**src/rtl/serial_pattern_tx.sv**
```systemverilog
// Serial pattern transmitter: shifts a parallel frame out MSB-first on w, optionally
// repeated back-to-back, and counts overlapping "111" windows in the emitted stream.
module serial_pattern_tx #(
  parameter int WIDTH = 8,
  parameter int CNT_W = 4,
  parameter int HIT_W = 8
) (
  input  logic             clk,
  input  logic             arst,
  input  logic             start,
  input  logic [WIDTH-1:0] data,
  input  logic [CNT_W-1:0] repeat_n,
  output logic             w,
  output logic             valid,
  output logic             busy,
  output logic             done,
  output logic [HIT_W-1:0] hit_cnt
);

  localparam int IDX_W = (WIDTH > 1) ? $clog2(WIDTH) : 1;

  typedef enum logic [1:0] {
    IDLE  = 2'd0,
    SHIFT = 2'd1,
    DONE  = 2'd2
  } state_t;

  state_t             state, state_next;
  logic [WIDTH-1:0]   frame;
  logic [WIDTH-1:0]   shreg;
  logic [IDX_W-1:0]   bit_idx;
  logic [CNT_W-1:0]   rep_left;
  logic [1:0]         hist;

  always_ff @(posedge clk or posedge arst) begin
    if (arst) state <= IDLE;
    else      state <= state_next;
  end

  always_comb begin
    state_next = state;
    case (state)
      IDLE:    if (start) state_next = SHIFT;
      SHIFT:   if (bit_idx == '0 && rep_left == '0) state_next = DONE;
      DONE:    state_next = IDLE;
      default: state_next = IDLE;
    endcase
  end

  // w always holds the bit currently on the line; shreg holds the bits still to come.
  always_ff @(posedge clk or posedge arst) begin
    if (arst) begin
      frame    <= '0;
      shreg    <= '0;
      bit_idx  <= '0;
      rep_left <= '0;
      hist     <= 2'b00;
      hit_cnt  <= '0;
      w        <= 1'b0;
      valid    <= 1'b0;
      busy     <= 1'b0;
      done     <= 1'b0;
    end else begin
      case (state)
        IDLE: begin
          w     <= 1'b0;
          valid <= 1'b0;
          busy  <= 1'b0;
          done  <= 1'b0;
          if (start) begin
            frame    <= data;
            shreg    <= data << 1;
            w        <= data[WIDTH-1];
            valid    <= 1'b1;
            busy     <= 1'b1;
            rep_left <= repeat_n;
            bit_idx  <= IDX_W'(WIDTH - 1);
            hit_cnt  <= '0;
            hist     <= 2'b00;
          end
        end
        SHIFT: begin
          hist <= {hist[0], w};
          if (hist == 2'b11 && w && hit_cnt != '1)
            hit_cnt <= hit_cnt + 1'b1;
          if (bit_idx != '0) begin
            w       <= shreg[WIDTH-1];
            shreg   <= shreg << 1;
            bit_idx <= bit_idx - 1'b1;
          end else if (rep_left != '0) begin
            w        <= frame[WIDTH-1];
            shreg    <= frame << 1;
            bit_idx  <= IDX_W'(WIDTH - 1);
            rep_left <= rep_left - 1'b1;
          end else begin
            w     <= 1'b0;
            valid <= 1'b0;
            done  <= 1'b1;
          end
        end
        DONE: begin
          w     <= 1'b0;
          valid <= 1'b0;
          busy  <= 1'b0;
          done  <= 1'b0;
        end
        default: begin
          w     <= 1'b0;
          valid <= 1'b0;
          busy  <= 1'b0;
          done  <= 1'b0;
        end
      endcase
    end
  end

endmodule

```
**config.mk**
```make
export PLATFORM = sky130hd
export DESIGN_NAME = serial_pattern_tx
export DESIGN_NICKNAME = d
export VERILOG_FILES = /design/src/rtl/serial_pattern_tx.sv
export SDC_FILE = /design/constraint.sdc
export NUM_CORES = 1
export LEC_CHECK = 0
export CORE_ASPECT_RATIO = 1.4
export CORE_MARGIN = 4
export CORE_UTILIZATION = 30
export DETAILED_ROUTE_END_ITERATION = 16
export PLACE_DENSITY = 0.47
export SYNTH_ARGS = -nofsm -noshare
export SYNTH_HDL_FRONTEND = slang
export SYNTH_SLANG_ARGS = --single-unit
```
**constraint.sdc**
```tcl
create_clock -name clk -period 2.4 [get_ports clk]
set_clock_uncertainty 0.2 [all_clocks]
set_input_delay 0.48 -clock clk [delete_from_list [all_inputs] [get_ports clk]]
set_output_delay 0.48 -clock clk [all_outputs]
set_load 0.02 [all_outputs]
```
==> Implementation_results.wiki <==
{| class="wikitable"
! Metric !! Value
|-
| Post-Synthesis Mean Instance Area || ~10 µm²
|-
| Vias in the first global route || around 1,500
|-
| Starting density of the core || 0.309
|-
| Drt via density || between 4 and 5
|-
| Root cell of the clock tree || clkbuf_8
|-
| Pin count of the biggest net entering global routing || 39
|-
| Worst rel slew slack || 0.670
|-
| Non-filler instance count after layout || slightly below 300
|-
| Fraction of registers with async set/reset || 1.00
|-
| Worst setup path class || reg2reg
|-
| Residual antenna-violating net count after detailed routing || 0
|-
| Element type at the critical path start || register
|-
| Crit path capture type || register
|-
| Number of antenna repair diodes || 0
|-
| Overall routed net length || slightly above 4000 µm
|-
| Post-layout net count || ~240
|-
| Insertion delay to the later sink of the worst-skew pair || roughly 0.28 ns
|-
| DIE HEIGHT || between 100 and 150 µm
|-
| Count of input and output buffers || 26
|-
| Total congestion overflow || 0
|-
| Arrival time worst endpoint || about 2.1 ns
|-
| EDFF count, synth || 0
|-
| Num CTS Buffers || 5
|-
| Highest fanout seen on the critical path || 14
|-
| Data required time of the critical path || 2.38 ns
|-
| Net count after synthesis || around 210
|-
| Number of pins with negative max-slew slack in the final report || 0
|-
| Post-CTS Hold Buffers || 0
|-
| RD Place Congestion || approximately 0.75
|-
| DP HPWL || approximately 3000 µm
|-
| Fmax || between 400 and 500 MHz
|-
| Cell count after synthesis || approximately 190
|-
| Number of detailed-routing iterations run before antenna repair || 4
|-
| Flip-flop and latch count after synthesis || 38
|-
| 1st-iter DRT viols || between 40 and 50
|-
| Unrepaired setup endpoints after global routing || false
|-
| Slew of the pin with the lowest slew margin || around 0.5 ns
|-
| Share of the core filled with cells || 0.382
|-
| First-pass GRT wire length || around 7000 µm
|-
| Fraction of final layout cells sized beyond drive strength 1 || 0.0978
|-
| Number of H-tree levels || 2
|-
| Layout overhead on the synthesized area || 23.4%
|-
| Post-Syn Area || 0.00192 mm²
|-
| Result of the run || complete, no violations
|-
| Pleak || roughly 1.1 nW
|-
| Number of instances in the placed design || a little under 300
|-
| Post-Route Setup TNS || 0 ns
|-
| Number of filler instances in the final layout || 636
|-
| Number of maximum-capacitance violations || 0
|-
| Classification of the worst-slack hold path || reg2reg
|-
| Fin crit share || 0.902
|-
| TritonCTS clock tree || yes
|-
| Final hold vios || 0
|-
| Tmin final || about 2.2 ns
|-
| Drt drc || 0
|-
| Die ar. || ~0.0078 mm²
|-
| Setup bufs post-CTS || 0
|-
| Via Count || 1,465
|-
| Placement Rows || 34
|-
| Number of sinks driven by the clock tree || 38
|-
| All-Layer GR Usage || 0.122
|-
| Pwr Density || around 1100 mW/mm²
|-
| Post-cts gate resize count || 0
|-
| Antenna violations before repair || 0
|-
| Worst hold slack after final layout || approximately 0.28 ns
|-
| Sequential element share of the synthesized area || 0.495
|-
| Leading register cell type out of synthesis || dfrtp_1
|-
| Register-to-register setup slack || around 0.24 ns
|-
| Clock transition at the register clock pins on the worst setup and hold paths after CTS || around 0.070 ns
|-
| Die Span X || 75.6 µm
|-
| Count of warnings emitted by yosys || 0
|-
| Maximum vdd drop || between 0.0003 and 0.0004 V
|-
| Synth cell types || between 40 and 50
|-
| Detailed-route wire length per cell || 13.9 µm
|-
| Total of endpoints with negative setup slack in the final report || 0
|-
| Worst-case clock buffer depth || 2
|-
| IO Count || 27
|-
| Area of the placeable core || approximately 0.0062 mm²
|}
-- state kept, by name (all words and copies together), names as in the netlist --
register,cells
bit_idx,3
busy,1
done,1
frame,8
hist,2
hit_cnt,8
rep_left,4
shreg,7
state,2
valid,1
w,1
-- routing by layer --
metal / routed length, µm / track usage
met1: 1950 / 0.164
met2: 1940 / 0.185
met3: 159 / 0.0341
met4: 80 / 0.0444
met5: 0 / 0
-- where the power goes --
part	switching, W	internal (W)	total [W]	leakage [nW]
sequential	0.000196	0.000899	0.00109	0.466
clock	0.000213	0.000200	0.000413	0.0383
combinational	0.000604	0.000598	0.00120	0.600
-- cells in the mapped netlist (3+ instances only) --
cell | number | share of area
inv_1 | 9 | 0.018
nor3_1 | 3 | 0.0078
buf_2 | 3 | 0.0078
nand3_1 | 7 | 0.018
dfrtp_1 | 38 | 0.49
mux2i_1 | 7 | 0.036
a31oi_1 | 3 | 0.0098
nor2b_1 | 3 | 0.0098
ha_1 | 4 | 0.026
clkbuf_1 | 3 | 0.0059
nand2_1 | 31 | 0.061
o21ai_0 | 7 | 0.018
a21o_1 | 11 | 0.043
nor3b_1 | 4 | 0.016
a21oi_1 | 4 | 0.010
nor2_1 | 17 | 0.033
a211oi_1 | 6 | 0.023
-- critical path: stages (launching register included) --
cell	delay [ns]
dfrtp_1	0.41
ha_1	0.21
nand3_1	0.21
o211ai_4	0.48
mux2_1	0.36
a21o_1	0.18
-- final timing paths --
check                                    to       start  cells past startpoint
worst min register to register     frame[1]    frame[1]                      2
max in group asynchronous       rep_left[1]        arst                      3
min in group asynchronous        hit_cnt[7]        arst                      3
worst min-delay path               frame[1]    frame[1]                      2
worst max-delay path             hit_cnt[6]  hit_cnt[0]                      5
worst max register to register   hit_cnt[6]  hit_cnt[0]                      5
-- cell usage in the layout, fill, tap and decap left out, types with 3 or more instances in the layout --
| master | count |
|---|---|
| nand3_1 | 7 |
| clkbuf_8 | 5 |
| nor3b_1 | 4 |
| a21oi_1 | 4 |
| clkdlybuf4s50_1 | 26 |
| nor2_1 | 17 |
| o21ai_0 | 7 |
| buf_4 | 8 |
| nor2b_1 | 3 |
| mux2i_1 | 7 |
| nor3_1 | 3 |
| dfrtp_1 | 38 |
| nand2_1 | 31 |
| a21o_1 | 11 |
| ha_1 | 4 |
| inv_1 | 9 |
| a31oi_1 | 3 |
| a211oi_1 | 6 |
-- logic make-up (layout without fill, tap and decap cells) --
family          after synthesis  after routing  share of synthesized area
buf+inv                      18             51                     0.0469
flops                        38             38                      0.495
compound gates               47             47                      0.195
simple gates                 77             77                      0.195
mux                           8              8                     0.0423
fa+ha+maj                     4              4                     0.0260
-- through the flow --
step / power (W) / area, µm² / setup slack, ns
6_report: 0.00271 / 2370 / 0.236
5_1_grt: 0.00299 / 2370 / 0.0929
2_1_floorplan: 0.00194 / 1920 / 0.455
4_1_cts: 0.00276 / 2370 / 0.206
3_3_place_gp: 0.00233 / 2300 / 0.206
3_5_place_dp: 0.00233 / 2300 / 0.164
-- layout make-up --
class / instances / area, µm² / area share
flip-flops and latches: 38 / 951 / 0.401
multi-input cells: 136 / 881 / 0.371
repair buffers: 35 / 340 / 0.143
well taps: 72 / 90.1 / 0.0380
clock buffers: 7 / 76.3 / 0.0322
inverters: 9 / 33.8 / 0.0142
No activity file was read; power rests on OpenSTA's default activity.
